$ cat src/rtl/threshold_block_reader.sv
// threshold_block_reader
// Drains completed blocks from the shared block RAM over an AXI4 read port.
// Each block is BLOCK_DEPTH data words followed by one trailer word. Data words
// stream out through a single-stage valid/ready register. The trailer's low
// byte is checked against a per-block tag table.
module threshold_block_reader #(
    parameter int          WINDOW_WIDTH      = 256,
    parameter int          WINDOW_DEPTH      = 100,
    parameter int          BLOCK_DEPTH_INDEX = 9,
    parameter int          BLOCK_NUM_INDEX   = 4,
    parameter int          BURST_LEN         = 16,
    parameter logic [63:0] PRESET_SEQUENCE   = 64'h08_09_00_01_02_03_04_05
) (
    input  logic                       clk,
    input  logic                       rst,
    input  logic                       enable,
    input  logic [BLOCK_NUM_INDEX-1:0] wr_block_no,
    output logic [BLOCK_NUM_INDEX-1:0] rd_block_no,
    output logic [3:0]                 m_axi_arid,
    output logic [31:0]                m_axi_araddr,
    output logic [7:0]                 m_axi_arlen,
    output logic [2:0]                 m_axi_arsize,
    output logic [1:0]                 m_axi_arburst,
    output logic                       m_axi_arvalid,
    input  logic                       m_axi_arready,
    input  logic [3:0]                 m_axi_rid,
    input  logic [255:0]               m_axi_rdata,
    input  logic [1:0]                 m_axi_rresp,
    input  logic                       m_axi_rlast,
    input  logic                       m_axi_rvalid,
    output logic                       m_axi_rready,
    output logic [WINDOW_WIDTH-1:0]    m_data,
    output logic                       m_valid,
    input  logic                       m_ready,
    output logic                       m_last,
    output logic                       blk_done,
    output logic                       tag_err,
    output logic                       resp_err
);

    localparam int BLOCK_DEPTH = WINDOW_DEPTH * 4;
    localparam logic [BLOCK_DEPTH_INDEX-1:0] LAST_DATA_IDX = BLOCK_DEPTH_INDEX'(BLOCK_DEPTH - 1);
    localparam logic [BLOCK_DEPTH_INDEX-1:0] TRAILER_IDX   = BLOCK_DEPTH_INDEX'(BLOCK_DEPTH);
    localparam logic [BLOCK_DEPTH_INDEX-1:0] DONE_IDX      = BLOCK_DEPTH_INDEX'(BLOCK_DEPTH + 1);
    localparam logic [BLOCK_DEPTH_INDEX-1:0] IDX_ONE       = BLOCK_DEPTH_INDEX'(1);
    localparam logic [BLOCK_NUM_INDEX-1:0]   BLK_ONE       = BLOCK_NUM_INDEX'(1);

    typedef enum logic [1:0] {S_IDLE, S_AR, S_R, S_CHECK} state_t;

    state_t                       state_q;
    logic [BLOCK_NUM_INDEX-1:0]   rd_block_no_q;
    logic [BLOCK_DEPTH_INDEX-1:0] word_idx_q;
    logic                         arvalid_q;
    logic [WINDOW_WIDTH-1:0]      m_data_q;
    logic                         m_valid_q;
    logic                         m_last_q;
    logic                         blk_done_q;
    logic                         tag_err_q;
    logic                         resp_err_q;
    logic [7:0]                   trailer_q;

    logic [31:0]                  remain_d;
    logic [31:0]                  beats_d;
    logic [7:0]                   arlen_d;
    logic                         beat_d;
    logic [BLOCK_DEPTH_INDEX-1:0] word_inc_d;
    logic [7:0]                   trailer_byte_d;
    logic [7:0]                   exp_tag_d;
    logic                         unused_rid;

    assign unused_rid = &{1'b0, m_axi_rid};

    // Burst length: up to BURST_LEN beats, clipped so the last burst ends on the trailer.
    always_comb begin
        remain_d = 32'(BLOCK_DEPTH + 1) - 32'(word_idx_q);
        beats_d  = (remain_d > 32'(BURST_LEN)) ? 32'(BURST_LEN) : remain_d;
        arlen_d  = 8'(beats_d - 32'd1);
    end

    // The trailer beat is always taken; data beats only when the output register can accept.
    assign m_axi_rready   = (state_q == S_R) &&
                            ((word_idx_q == TRAILER_IDX) || !m_valid_q || m_ready);
    assign beat_d         = m_axi_rvalid && m_axi_rready;
    assign word_inc_d     = word_idx_q + IDX_ONE;
    // The trailer is normally the final beat itself, so compare against the live byte then.
    assign trailer_byte_d = (word_idx_q == TRAILER_IDX) ? m_axi_rdata[7:0] : trailer_q;
    assign exp_tag_d      = PRESET_SEQUENCE[{rd_block_no_q[2:0], 3'b000} +: 8];

    // Read FSM plus the output register; blk_done/tag_err are registered on the final
    // beat so they appear during the CHECK cycle.
    always_ff @(posedge clk or posedge rst) begin
        if (rst) begin
            state_q       <= S_IDLE;
            rd_block_no_q <= '0;
            word_idx_q    <= '0;
            arvalid_q     <= 1'b0;
            m_data_q      <= '0;
            m_valid_q     <= 1'b0;
            m_last_q      <= 1'b0;
            blk_done_q    <= 1'b0;
            tag_err_q     <= 1'b0;
            resp_err_q    <= 1'b0;
            trailer_q     <= '0;
        end else begin
            blk_done_q <= 1'b0;
            tag_err_q  <= 1'b0;
            if (m_valid_q && m_ready) begin
                m_valid_q <= 1'b0;
            end
            case (state_q)
                S_IDLE: begin
                    if (enable && (rd_block_no_q != wr_block_no)) begin
                        word_idx_q <= '0;
                        arvalid_q  <= 1'b1;
                        state_q    <= S_AR;
                    end
                end
                S_AR: begin
                    if (m_axi_arready) begin
                        arvalid_q <= 1'b0;
                        state_q   <= S_R;
                    end
                end
                S_R: begin
                    if (beat_d) begin
                        word_idx_q <= word_inc_d;
                        if (m_axi_rresp != 2'b00) begin
                            resp_err_q <= 1'b1;
                        end
                        if (word_idx_q < TRAILER_IDX) begin
                            m_data_q  <= m_axi_rdata[WINDOW_WIDTH-1:0];
                            m_last_q  <= (word_idx_q == LAST_DATA_IDX);
                            m_valid_q <= 1'b1;
                        end else if (word_idx_q == TRAILER_IDX) begin
                            trailer_q <= m_axi_rdata[7:0];
                        end
                        if (m_axi_rlast) begin
                            if (word_inc_d == DONE_IDX) begin
                                blk_done_q <= 1'b1;
                                tag_err_q  <= (trailer_byte_d != exp_tag_d);
                                state_q    <= S_CHECK;
                            end else begin
                                arvalid_q <= 1'b1;
                                state_q   <= S_AR;
                            end
                        end
                    end
                end
                S_CHECK: begin
                    rd_block_no_q <= rd_block_no_q + BLK_ONE;
                    state_q       <= S_IDLE;
                end
                default: state_q <= S_IDLE;
            endcase
        end
    end

    assign rd_block_no   = rd_block_no_q;
    assign m_axi_arid    = 4'd0;
    assign m_axi_araddr  = 32'({rd_block_no_q, word_idx_q});
    assign m_axi_arlen   = arlen_d;
    assign m_axi_arsize  = 3'b101;
    assign m_axi_arburst = 2'b01;
    assign m_axi_arvalid = arvalid_q;
    assign m_data        = m_data_q;
    assign m_valid       = m_valid_q;
    assign m_last        = m_last_q;
    assign blk_done      = blk_done_q;
    assign tag_err       = tag_err_q;
    assign resp_err      = resp_err_q;

endmodule
$ cat config.mk
export PLATFORM = sky130hd
export DESIGN_NAME = threshold_block_reader
export DESIGN_NICKNAME = d
export VERILOG_FILES = /design/src/rtl/threshold_block_reader.sv
export SDC_FILE = /design/constraint.sdc
export NUM_CORES = 1
export LEC_CHECK = 0
export BUFFER_PORTS_ARGS = -buffer_cell sky130_fd_sc_hd__buf_2
export CORE_AREA = 2 2 229 231
export DETAILED_ROUTE_END_ITERATION = 6
export DIE_AREA = 0 0 231 233
export HOLD_SLACK_MARGIN = 0.12
export PLACE_DENSITY = 0.53
export SLEW_MARGIN = 5
export SYNTH_ARGS = -nofsm -noshare
export SYNTH_HDL_FRONTEND = slang
export SYNTH_SLANG_ARGS = --single-unit
$ cat constraint.sdc
create_clock -name clk -period 7.6 [get_ports clk]
set_input_delay 0.38 -clock clk [delete_from_list [all_inputs] [get_ports clk]]
set_output_delay 0.38 -clock clk [all_outputs]
set_load 0.02 [all_outputs]
# Word level (Yosys, flattened, before mapping)
# Index checks and enable logic that the tools add are counted.
# totals
input_bits,273
word_cells,78
output_inout_bits,316
ff_bits,285
# op_classes
n_shift,1
addsub,4
bitwise,1
eq_ne,13
muxes,29
magnitude_cmp,2
n_reduce_logical,17
# op_table
cell,count
"64-bit by 7-bit indexed part select with 8-bit output, first input constant",1
"32-bit by 5-bit greater-than comparator with 1-bit output, second input constant",1
"9-bit equality test, second input constant",3
9-bit two-way mux,2
9-bit one-hot mux with 2 select lines,1
1-bit two-way mux,17
8-bit two-way mux,2
3-bit AND reduction,4
2-bit two-way mux,5
"2-bit inequality test, second input constant",5
"9-bit by 9-bit subtractor with 10-bit output, first input constant",1
"9-bit by 1-bit adder with 9-bit output, second input constant",1
"9-bit less-than comparator, second input constant",1
8-bit inequality test,1
2-bit one-hot mux with 4 select lines,1
"8-bit by 1-bit subtractor with 8-bit output, second input constant",1
6-bit AND reduction,1
"4-bit by 1-bit adder with 4-bit output, second input constant",1
"2-bit equality test, second input constant",2
1-bit logical AND,4
4-bit inequality test,1
4-bit AND reduction,1
2-bit nonzero test,2
1-bit one-hot mux with 3 select lines,1
6 further kinds,7

# Depth between registers and ports, before layout
# Gate-level depths: netlist of run 1.
# logic_depth
ltp_word,7
ltp_mapped,10
depth_no_buf,10

# Least setup slack after synthesis of run 1
# OpenSTA, ideal clock, no wires.
# synth_path
kind,register to output
startpoint,reg word_idx_q[3]
endpoint,out m_axi_arlen[4]
arrival_ns,3.095
path_stages_with_launch,10
path_buffers,1
setup_slack_ns,4.125
t_required_ns,7.220
path_cell_list,dfrtp_1 -> buf_2 -> o31ai_2 -> mux2_2 -> a32oi_1 -> nor2_1 -> nand2_1 -> ha_1 -> nor3_1 -> nor4b_1
# synth_between
elab_chain_len,4
# synth_rtl
element,line,rtl
start: declaration,52,logic [BLOCK_DEPTH_INDEX-1:0] word_idx_q;
start signal: assignment,126,word_idx_q <= word_inc_d;
9-bit by 9-bit subtractor with 10-bit output *,75,remain_d = 32'(BLOCK_DEPTH + 1) - 32'(word_idx_q);
32-bit by 5-bit greater-than comparator with 1-bit output,76,beats_d = (remain_d > 32'(BURST_LEN)) ? 32'(BURST_LEN) : remain_d;
8-bit two-way mux *,76,
8-bit by 1-bit subtractor with 8-bit output *,77,arlen_d = 8'(beats_d - 32'd1);
end: declaration,21,"output logic [7:0] m_axi_arlen,"
# Every way passes the cells marked *; elsewhere a longest branch is shown, timed or not.

# Final worst setup path of run 1
# Same ends and word-level chain as after synthesis.

==> results of run 1 <==
routing by layer:
layer	track usage, %	wire (um)	vias to the layer above
li1	-	-	4388
met5	0	0	-
met3	4.26	2920	54
met2	23.6	19100	380
met4	3.85	816	0
met1	15.7	15000	4638
power by group through the flow:
stage	combinational (mW)	sequential [mW]	clock (mW)
3_5_place_dp	3.58	2.69	0
2_1_floorplan	1.61	3.55	0
3_3_place_gp	3.58	2.66	0
6_report	3.70	2.70	1.72
4_1_cts	3.71	2.69	1.79
5_1_grt	3.91	2.79	1.86
worst min-delay path, stage by stage:
cell	delay [ns]
buf_2	0.12
clkinvlp_4	0.07
buf_12	0.60
layout make-up:
class                   count  area share (%)
multi-input cells         451            25.4
clock inverters            12           0.736
inverters                  16           0.324
diodes                      2          0.0254
flip-flops and latches    285            36.2
repair buffers            820            27.6
well taps                 680            4.31
clock buffers              50            5.40
stage by stage:
stage	hold WS, ns	cells	worst slack (ns)
6_report	0.131	2316	3.82
5_1_grt	0.0738	2316	3.48
4_1_cts	0.122	2313	3.78
3_5_place_dp	0.448	1993	4.25
3_3_place_gp	0.453	1993	4.28
2_1_floorplan	0.480	823	3.44
placed cells by master (no fill, tap or decap), types with 4 or more instances in the layout:
master and count:
clkbuf_1 4, conb_1 28, mux2_4 216, nand3_1 5, xnor2_1 5, dlygate4sd3_1 259, clkbuf_8 9, clkbuf_16 37
dfrtp_1 285, nor3_1 4, mux2_2 50, buf_2 556, nor2_1 15, o21ai_0 12, clkinv_2 6, xor2_1 6
nand2_1 18, nand2b_1 6, a211oi_1 4, ha_1 9, a21oi_1 9, inv_1 15, nor4_1 4
worst paths after layout:
path / startpoint / endpoint / slack, ns / cells past startpoint
max in group asynchronous: rst / m_data[97] / 5.93 / 4
hold reg to reg: m_data[0] / m_data[0] / 0.48 / 1
setup reg to reg: word_idx_q[2] / m_data[34] / 3.97 / 8
setup / recovery: word_idx_q[3] / m_axi_arlen[4] / 3.82 / 9
min in group clk: m_axi_arready / state_q[1] / 0.19 / 3
hold / removal: rst / m_data[129] / 0.13 / 3
registers in the layout, summed over array words and instances (netlist names):
| signal | cells |
|---|---|
| m_data | 256 |
| word_idx_q | 9 |
| trailer_q | 8 |
| rd_block_no | 4 |
| state_q | 2 |
| blk_done | 1 |
| m_axi_arvalid | 1 |
| m_last | 1 |
| m_valid | 1 |
| resp_err | 1 |
| tag_err | 1 |
logic make-up (layout without fill, tap and decap cells):
| kind of cell | Yosys count | in the layout | share of synthesized area [%] |
|---|---|---|---|
| other | 2 | 30 | 0.0592 |
| and+or+nand+nor | 77 | 77 | 3.36 |
| DFF | 285 | 285 | 56.3 |
| AOI/OAI and AO/OA | 54 | 54 | 3.07 |
| buffers and inverters | 87 | 898 | 5.08 |
| adders and majority gates | 10 | 10 | 0.967 |
| muxes | 271 | 271 | 30.4 |
| xor gates and xnor gates | 11 | 11 | 0.760 |
==> impl_metrics.yaml, run 1 <==
floorplan:
  design.core.area_sq_mm: 0.0511
  fp.dieW_um: 231
  initial_core_util_pct: 24.8
  die-area_sq_mm: 0.0538
  die_h_um: 233
  rows: 83
  ios: 589
detailed_routing:
  routed_wl_mm: 37.8
  antenna_left: 0
  drt_iter0_drc: 409
  drt_first_pass_iters: 5
  viasPerCell: 4.08
  drc: 0
  vias: 9460
  routedWlPerCell_um: 16.3
clock_network:
  htreeDepth: 2
  clkSinkCount: 285
  clockRootBuffer: "clkbuf_16"
  postCtsResizedCells: 0
  cts_tree: "yes"
  path_clk_slew_ns: 0.06
  clock_latency_ns: 0.52
  cts_made_buffers: 35
  ctsHoldBuffers: 258
  cts_setup_buffers: 0
  cts_buffer_depth: 3
timing:
  relSlewSlack_pct: 5.65
  worst_clock_skew_ns: 0.0133
  drv_slew: 0
  fin_tns_setup_ns: 0
  hold_viol_final: 0
  post-route-min-period_ns: 3.78
  timing.final.crit_share_pct: 49.7
  tightest_slew_ns: 1.42
  finalSetupViolCount: 0
  rsz0062_at_grt: "false"
  fmax_mhz: 265
grt:
  grt.total_usage_pct: 13.5
  grt_pass1_vias: 10100
  grt_overflow: 0
  grt_max_degree: 155
  antenna_found_initial: 2
  grt_pass1_wl_mm: 57.6
power:
  power.switching_mw: 3.01
  cellLeakagePower_nw: 10.2
  combPwrFrac_pct: 45.6
  cellInternalPower_mw: 5.11
  power_density_mw_per_mm2: 412
  peakVddDrop_uv: 242
  swShare_pct: 37.1
  total_power_mw: 8.12
  seq_power_share_pct: 33.2
  p_clk_share_pct: 21.2
setup_path:
  crit_arrival_ns: 3.40
  crit_family: "compound AO/OA/AOI/OAI gates"
  path_buf_inv: 1
  path_class: "register to primary output"
  cp_slowest_cell: "dfrtp_1"
  crit_chain: "o31ai_2, mux2_2, a32oi_1, nor2_1, nand2_1, ha_1, nor3_1, nor4b_1, buf_2"
  worstSetupEndpointType: "primary output"
  critical-path-max-stage-delay_ns: 0.50
  cp_max_fo: 12
  required_ns: 7.22
  crit_path_start_kind: "register"
synth:
  netlist_area_sq_mm: 0.0127
  async_reset_ff_share_pct: 100
  syn_inst: 797
  synth_most_common_cell: "dfrtp_1"
  synth_top_area_share_pct: 56.3
  synth.top_cells.by_area: "dfrtp_1, mux2_4, mux2_2"
  synth_commonest_cells: "dfrtp_1, mux2_4, mux2_2"
  ys.flop_type: "dfrtp_1"
  synth.distinct_cells: 58
  synth_edf_count: 0
  synth_area_leader_cell: "dfrtp_1"
  syn_avg_cell_area_sq_um: 15.9
  synth_warnings: 0
  ys_seq_elements: 285
  synth_seq_area_share_pct: 56.3
finish:
  multiInputGateArea_sq_mm: 0.00501
  layout-drive-gt1-share_pct: 54.5
  regArea_sq_mm: 0.00713
  post-route-util_pct: 38.6
  area_growth_pct: 55.6
  fin_area_sq_mm: 0.0197
  nNetsFinal: 1891
  fillCellCount: 4819
placement:
  dpl.hpwl_mm: 25.0
  placed_cell_area_sq_mm: 0.0159
  portBuffers: 556
  globalplace.congestion: 0.787
job:
  cap_violations: 0
min_path:
  hold_path_class: "input port to async pin"
status:
  status: "completed"
(Power assumes the default switching activity.)
==> run 2: changes to the inputs <==
- clock period: 7.6 -> 3.2 ns (I/O delays scaled with it)
==> run 2 against run 1 <==
Against the previous run:
- non-clock buffer count is 37 higher
- critical path depth unchanged
- global-route usage is 0.34 points higher
- register-to-register slack worse by 3.4 ns
- hold slack better by 0.082 ns
- total power up 140%
- first-iteration DRC count is 9.3% lower
- cell count up 1.5%
- via count grew 2.4%
- critical endpoint unchanged
- largest power group unchanged
- highest routed layer is now met5
==> impl_metrics.yaml, run 2 (synthesis results as in run 1) <==
status:
  status: "completed"
finish:
  nNetsFinal: 1928
  antennaDiodeCount: 0
  fin_cells: 2350
  mostFrequentLayoutCell: "buf_2"
  layout-drive-gt1-share_pct: 55.7
  area_growth_pct: 58.6
  final_cell_mix: "buf_2, dfrtp_1, dlygate4sd3_1"
  largest_reg_flops: 256
grt:
  grt_overflow: 0
  grt_pass1_vias: 10500
  antenna_found_initial: 1
  grt_max_degree: 62
  grt_pass1_wl_mm: 59.2
  grt.total_usage_pct: 13.8
min_path:
  hold_start: "m_axi_rvalid"
  min_to: "word_idx_q[4]"
  hold_path_class: "input port to register"
  min_path_cells: 5
placement:
  portBuffers: 556
  globalplace.congestion: 0.818
  dpl.hpwl_mm: 26.4
  place_inst: 2019
  dp_slack_ns: 0.263
detailed_routing:
  drt_iter0_drc: 371
  antenna_left: 0
  drc: 0
  drt_first_pass_iters: 4
  routedWlPerCell_um: 16.4
  vias: 9690
  routed_wl_mm: 38.5
  viasPerCell: 4.12
clock_network:
  cts_tree: "yes"
  cts_made_buffers: 35
  clkSinkCount: 285
  clock_latency_ns: 0.52
  clockRootBuffer: "clkbuf_16"
  path_clk_slew_ns: 0.06
  htreeDepth: 2
  cts_buffer_depth: 3
timing:
  timing.final.crit_share_pct: 95.1
  fmax_mhz: 329
  finalSetupViolCount: 0
  relSlewSlack_pct: 30.0
  whs_ns: 0.213
  postLayoutSetupSlackWorst_ns: 0.157
  rsz0062_at_grt: "false"
  drv_slew: 0
  post-route-min-period_ns: 3.04
  worst_clock_skew_ns: 0.0121
  tightest_slew_ns: 1.05
  hold_viol_final: 0
floorplan:
  design.core.area_sq_mm: 0.0511
  fp.dieW_um: 231
  die-area_sq_mm: 0.0538
  die_h_um: 233
  rows: 83
  initial_core_util_pct: 24.8
  ios: 589
setup_path:
  required_ns: 3.04
  crit_arrival_ns: 2.88
  r2r_slack_ns: 0.60
  regToRegStartpoint: "word_idx_q[1]"
  r2r_end: "state_q[1]"
  crit_path_start_kind: "register"
  reg2reg_depth: 9
  cp_max_fo: 7
  path_class: "register to primary output"
  worstSetupEndpointType: "primary output"
power:
  peakVddDrop_uv: 492
  cellLeakagePower_nw: 10.4
  power_density_mw_per_mm2: 959
job:
  cap_violations: 0
run 2: worst max-delay path, cell delays in order (launching register included):
cell and delay [ns]:
dfrtp_1 0.48, o31ai_4 0.34, mux2_2 0.38, a32oi_2 0.22
nor2_2 0.10, nand2_1 0.10, ha_2 0.22, nor3_1 0.08
nor4b_2 0.23, buf_2 0.21
run 2: cell type report:
class	instances	area (sq um)
Tap cell	680	851
Clock inverter	9	100
Multi-Input combinational cell	451	5060
Fill cell	4774	31000
Inverter	16	63.8
Clock buffer	52	1040
Timing Repair Buffer	857	5850
Sequential cell	285	7140
run 2: worst max path at each step:
stage | start | end | slack [ns]
2_1_floorplan | rst | blk_done | -0.74
3_3_place_gp | word_idx_q[1] | m_axi_arlen[4] | 0.33
3_5_place_dp | word_idx_q[1] | m_axi_arlen[4] | 0.26
4_1_cts | word_idx_q[1] | m_axi_arlen[4] | 0.007
5_1_grt | word_idx_q[3] | m_axi_arlen[4] | 0.009
6_report | word_idx_q[3] | m_axi_arlen[4] | 0.16
run 2: per-layer routing:
metal,up-vias,track usage (%),wire (um),part of all wire (%)
met4,2,5.26,1200,3.1
met1,4748,16.4,15600,41
met2,402,23.6,18900,49
met5,-,0,16,0.042
li1,4463,-,-,-
met3,75,3.91,2860,7.4
run 2: what timing repair did:
action | CTS | global route
endpoints found under the hold margin | 295 | 0
buffers inserted | 5 | 2
hold buffers | 263 | 0
cloned | 0 | 0
setup endpoints to repair | 3 | 5
resized for setup | 5 | 10
pin swaps | 1 | 3
run 2: stage by stage:
step           util [%]  TNS, ns  instance area (sq um)  total power, mW
2_1_floorplan         -  -210.12                  12800             12.2
3_3_place_gp       31.8        0                  16200             14.9
3_5_place_dp       31.8        0                  16200             15.0
4_1_cts            39.3        0                  20100             19.4
5_1_grt            39.3        0                  20100             20.4
6_report           39.3        0                  20100             19.3
run 2: power by group:
| part | internal, mW | leakage [nW] | switching, mW |
|---|---|---|---|
| Combinational | 4.32 | 6.38 | 4.62 |
| Clock | 2.41 | 0.558 | 1.52 |
| Sequential | 5.35 | 3.43 | 1.06 |
==> run 3: changes to the inputs <==
- SETUP_SLACK_MARGIN: unset -> 0.4
- SKIP_LAST_GASP: unset -> 1
==> run 3 against run 2 <==
Against the previous run:
- worst setup slack improved by 0.17 ns
- routed wire length rose by 2.6%
- hold slack got worse by 0.057 ns
- die area did not move
- clock power fell by 2%
- global-route usage rose by 0.36 points
- register-to-register slack improved by 0.10 ns
- critical path type unchanged
- utilization rose by 0.13 points
==> impl_metrics.yaml, run 3 (synthesis results as in run 1) <==
status:
  status: "completed"
power:
  seq_power_share_pct: 33.2
  cellLeakagePower_nw: 10.4
  combPwrFrac_pct: 47.0
  p_clk_share_pct: 19.8
  power_density_mw_per_mm2: 960
  swShare_pct: 37.9
  power.switching_mw: 7.34
  peakVddDrop_uv: 560
  cellInternalPower_mw: 12.0
detailed_routing:
  vias: 9693
  viasPerCell: 4.12
  drc: 0
  drt_first_pass_iters: 4
  routedWlPerCell_um: 16.8
  drt_iter0_drc: 317
  routed_wl_mm: 39.5
  antenna_left: 0
clock_network:
  cts_buffer_depth: 3
  clock_latency_ns: 0.53
  cts_made_buffers: 36
  clockRootBuffer: "clkbuf_16"
  cts_tree: "yes"
  clkSinkCount: 285
  htreeDepth: 2
  path_clk_slew_ns: 0.06
timing:
  timing.final.crit_share_pct: 89.8
  finalSetupViolCount: 0
  tightest_slew_ns: 0.895
  rsz0062_at_grt: "true"
  postLayoutSetupSlackWorst_ns: 0.328
  relSlewSlack_pct: 40.2
  drv_slew: 0
  fmax_mhz: 348
  worst_clock_skew_ns: 0.0167
  post-route-min-period_ns: 2.87
  hold_viol_final: 0
setup_path:
  regToRegStartpoint: "word_idx_q[1]"
  cp_max_fo: 12
  required_ns: 3.04
  path_class: "register to primary output"
  worstSetupEndpointType: "primary output"
  crit_chain: "o311ai_0, and3_1, o21ai_4, nor2_4, nand2_2, ha_4, o211a_1, nor4b_4, buf_4"
  cp_slowest_cell: "dfrtp_2"
  crit_path_start_kind: "register"
  r2r_slack_ns: 0.70
  r2r_end: "tag_err"
  reg2reg_depth: 9
  crit_arrival_ns: 2.71
  critical-path-max-stage-delay_ns: 0.49
floorplan:
  die_h_um: 233
  design.core.area_sq_mm: 0.0511
  fp.dieW_um: 231
  rows: 83
  initial_core_util_pct: 24.8
  die-area_sq_mm: 0.0538
  ios: 589
min_path:
  hold_start: "m_axi_rvalid"
  min_path_cells: 4
  hold_path_class: "input port to register"
  min_to: "state_q[1]"
finish:
  antennaDiodeCount: 0
  fin_area_sq_mm: 0.0202
  multiInputGateArea_sq_mm: 0.00515
  mostFrequentLayoutCell: "buf_2"
  regArea_sq_mm: 0.00714
  fillCellCount: 4753
  area_growth_pct: 59.1
  largest_reg_flops: 256
  layout-drive-gt1-share_pct: 56.2
  final_cell_mix: "buf_2, dfrtp_1, dlygate4sd3_1"
  nNetsFinal: 1931
  post-route-util_pct: 39.5
placement:
  dp_slack_ns: 0.435
  placed_cell_area_sq_mm: 0.0162
  dpl.hpwl_mm: 26.7
  portBuffers: 556
  globalplace.congestion: 0.815
grt:
  grt_max_degree: 70
  grt_pass1_vias: 10600
  grt.total_usage_pct: 14.2
  grt_overflow: 0
  grt_pass1_wl_mm: 59.9
  antenna_found_initial: 2
job:
  cap_violations: 0
## run 3: cell type report
cell class	count	area share, %
clock buffers	52	5.22
clock inverters	9	0.316
inverters	16	0.316
multi-input cells	451	25.5
flip-flops and latches	285	35.4
well taps	680	4.22
repair buffers	859	29.0
## run 3: power groups by stage
stage               clock (mW)  sequential (mW)  combinational, mW
floorplan                    0             8.43               3.82
global placement             0             6.36               8.65
detailed placement           0             6.42               8.66
CTS                       4.00             6.40               9.11
global route              4.15             6.65               9.63
finish                    3.84             6.42               9.10
## run 3: critical path, delay by kind of cell, from the launching register on
family	cells	cell delay, ns
DFF	1	0.49
and+or+nand+nor	4	0.77
AOI/OAI and AO/OA	3	0.57
adders and majority gates	1	0.18
buffers and inverters	1	0.18
## run 3: worst max-delay path by stage
stage	startpoint	cells past startpoint	slack, ns	to
after floorplan	rst	1	-0.74	blk_done
after global placement	word_idx_q[3]	9	0.41	m_axi_arlen[4]
after detailed placement	word_idx_q[3]	9	0.43	m_axi_arlen[4]
after CTS	word_idx_q[1]	11	0.29	m_axi_arlen[4]
after global routing	word_idx_q[1]	11	0.22	m_axi_arlen[4]
final	word_idx_q[3]	9	0.33	m_axi_arlen[4]
## run 3: metrics by stage
| stage | hold WS [ns] | total power, mW | TNS (ns) | std cells |
|---|---|---|---|---|
| floorplan | 0.292 | 12.2 | -210.12 | 823 |
| global placement | 0.391 | 15.0 | 0 | 2016 |
| detailed placement | 0.394 | 15.1 | 0 | 2016 |
| CTS | 0.126 | 19.5 | 0 | 2352 |
| global route | 0.163 | 20.4 | 0 | 2352 |
| finish | 0.156 | 19.4 | 0 | 2352 |
## run 3: per-layer routing
metal / up-vias / track usage, % / routed length [um]
li1: 4459 / - / -
met3: 70 / 4.31 / 3000
met5: - / 0 / 27
met1: 4754 / 17.1 / 16200
met4: 4 / 4.98 / 1140
met2: 406 / 23.8 / 19100
## run 3: timing repair
item                       in CTS  in global routing
buffers inserted               13                  0
setup endpoints to repair       6                  6
hold buffers                  262                  0
resized for setup              29                  4
hold endpoints to repair      298                  0
pin swaps                       7                  5
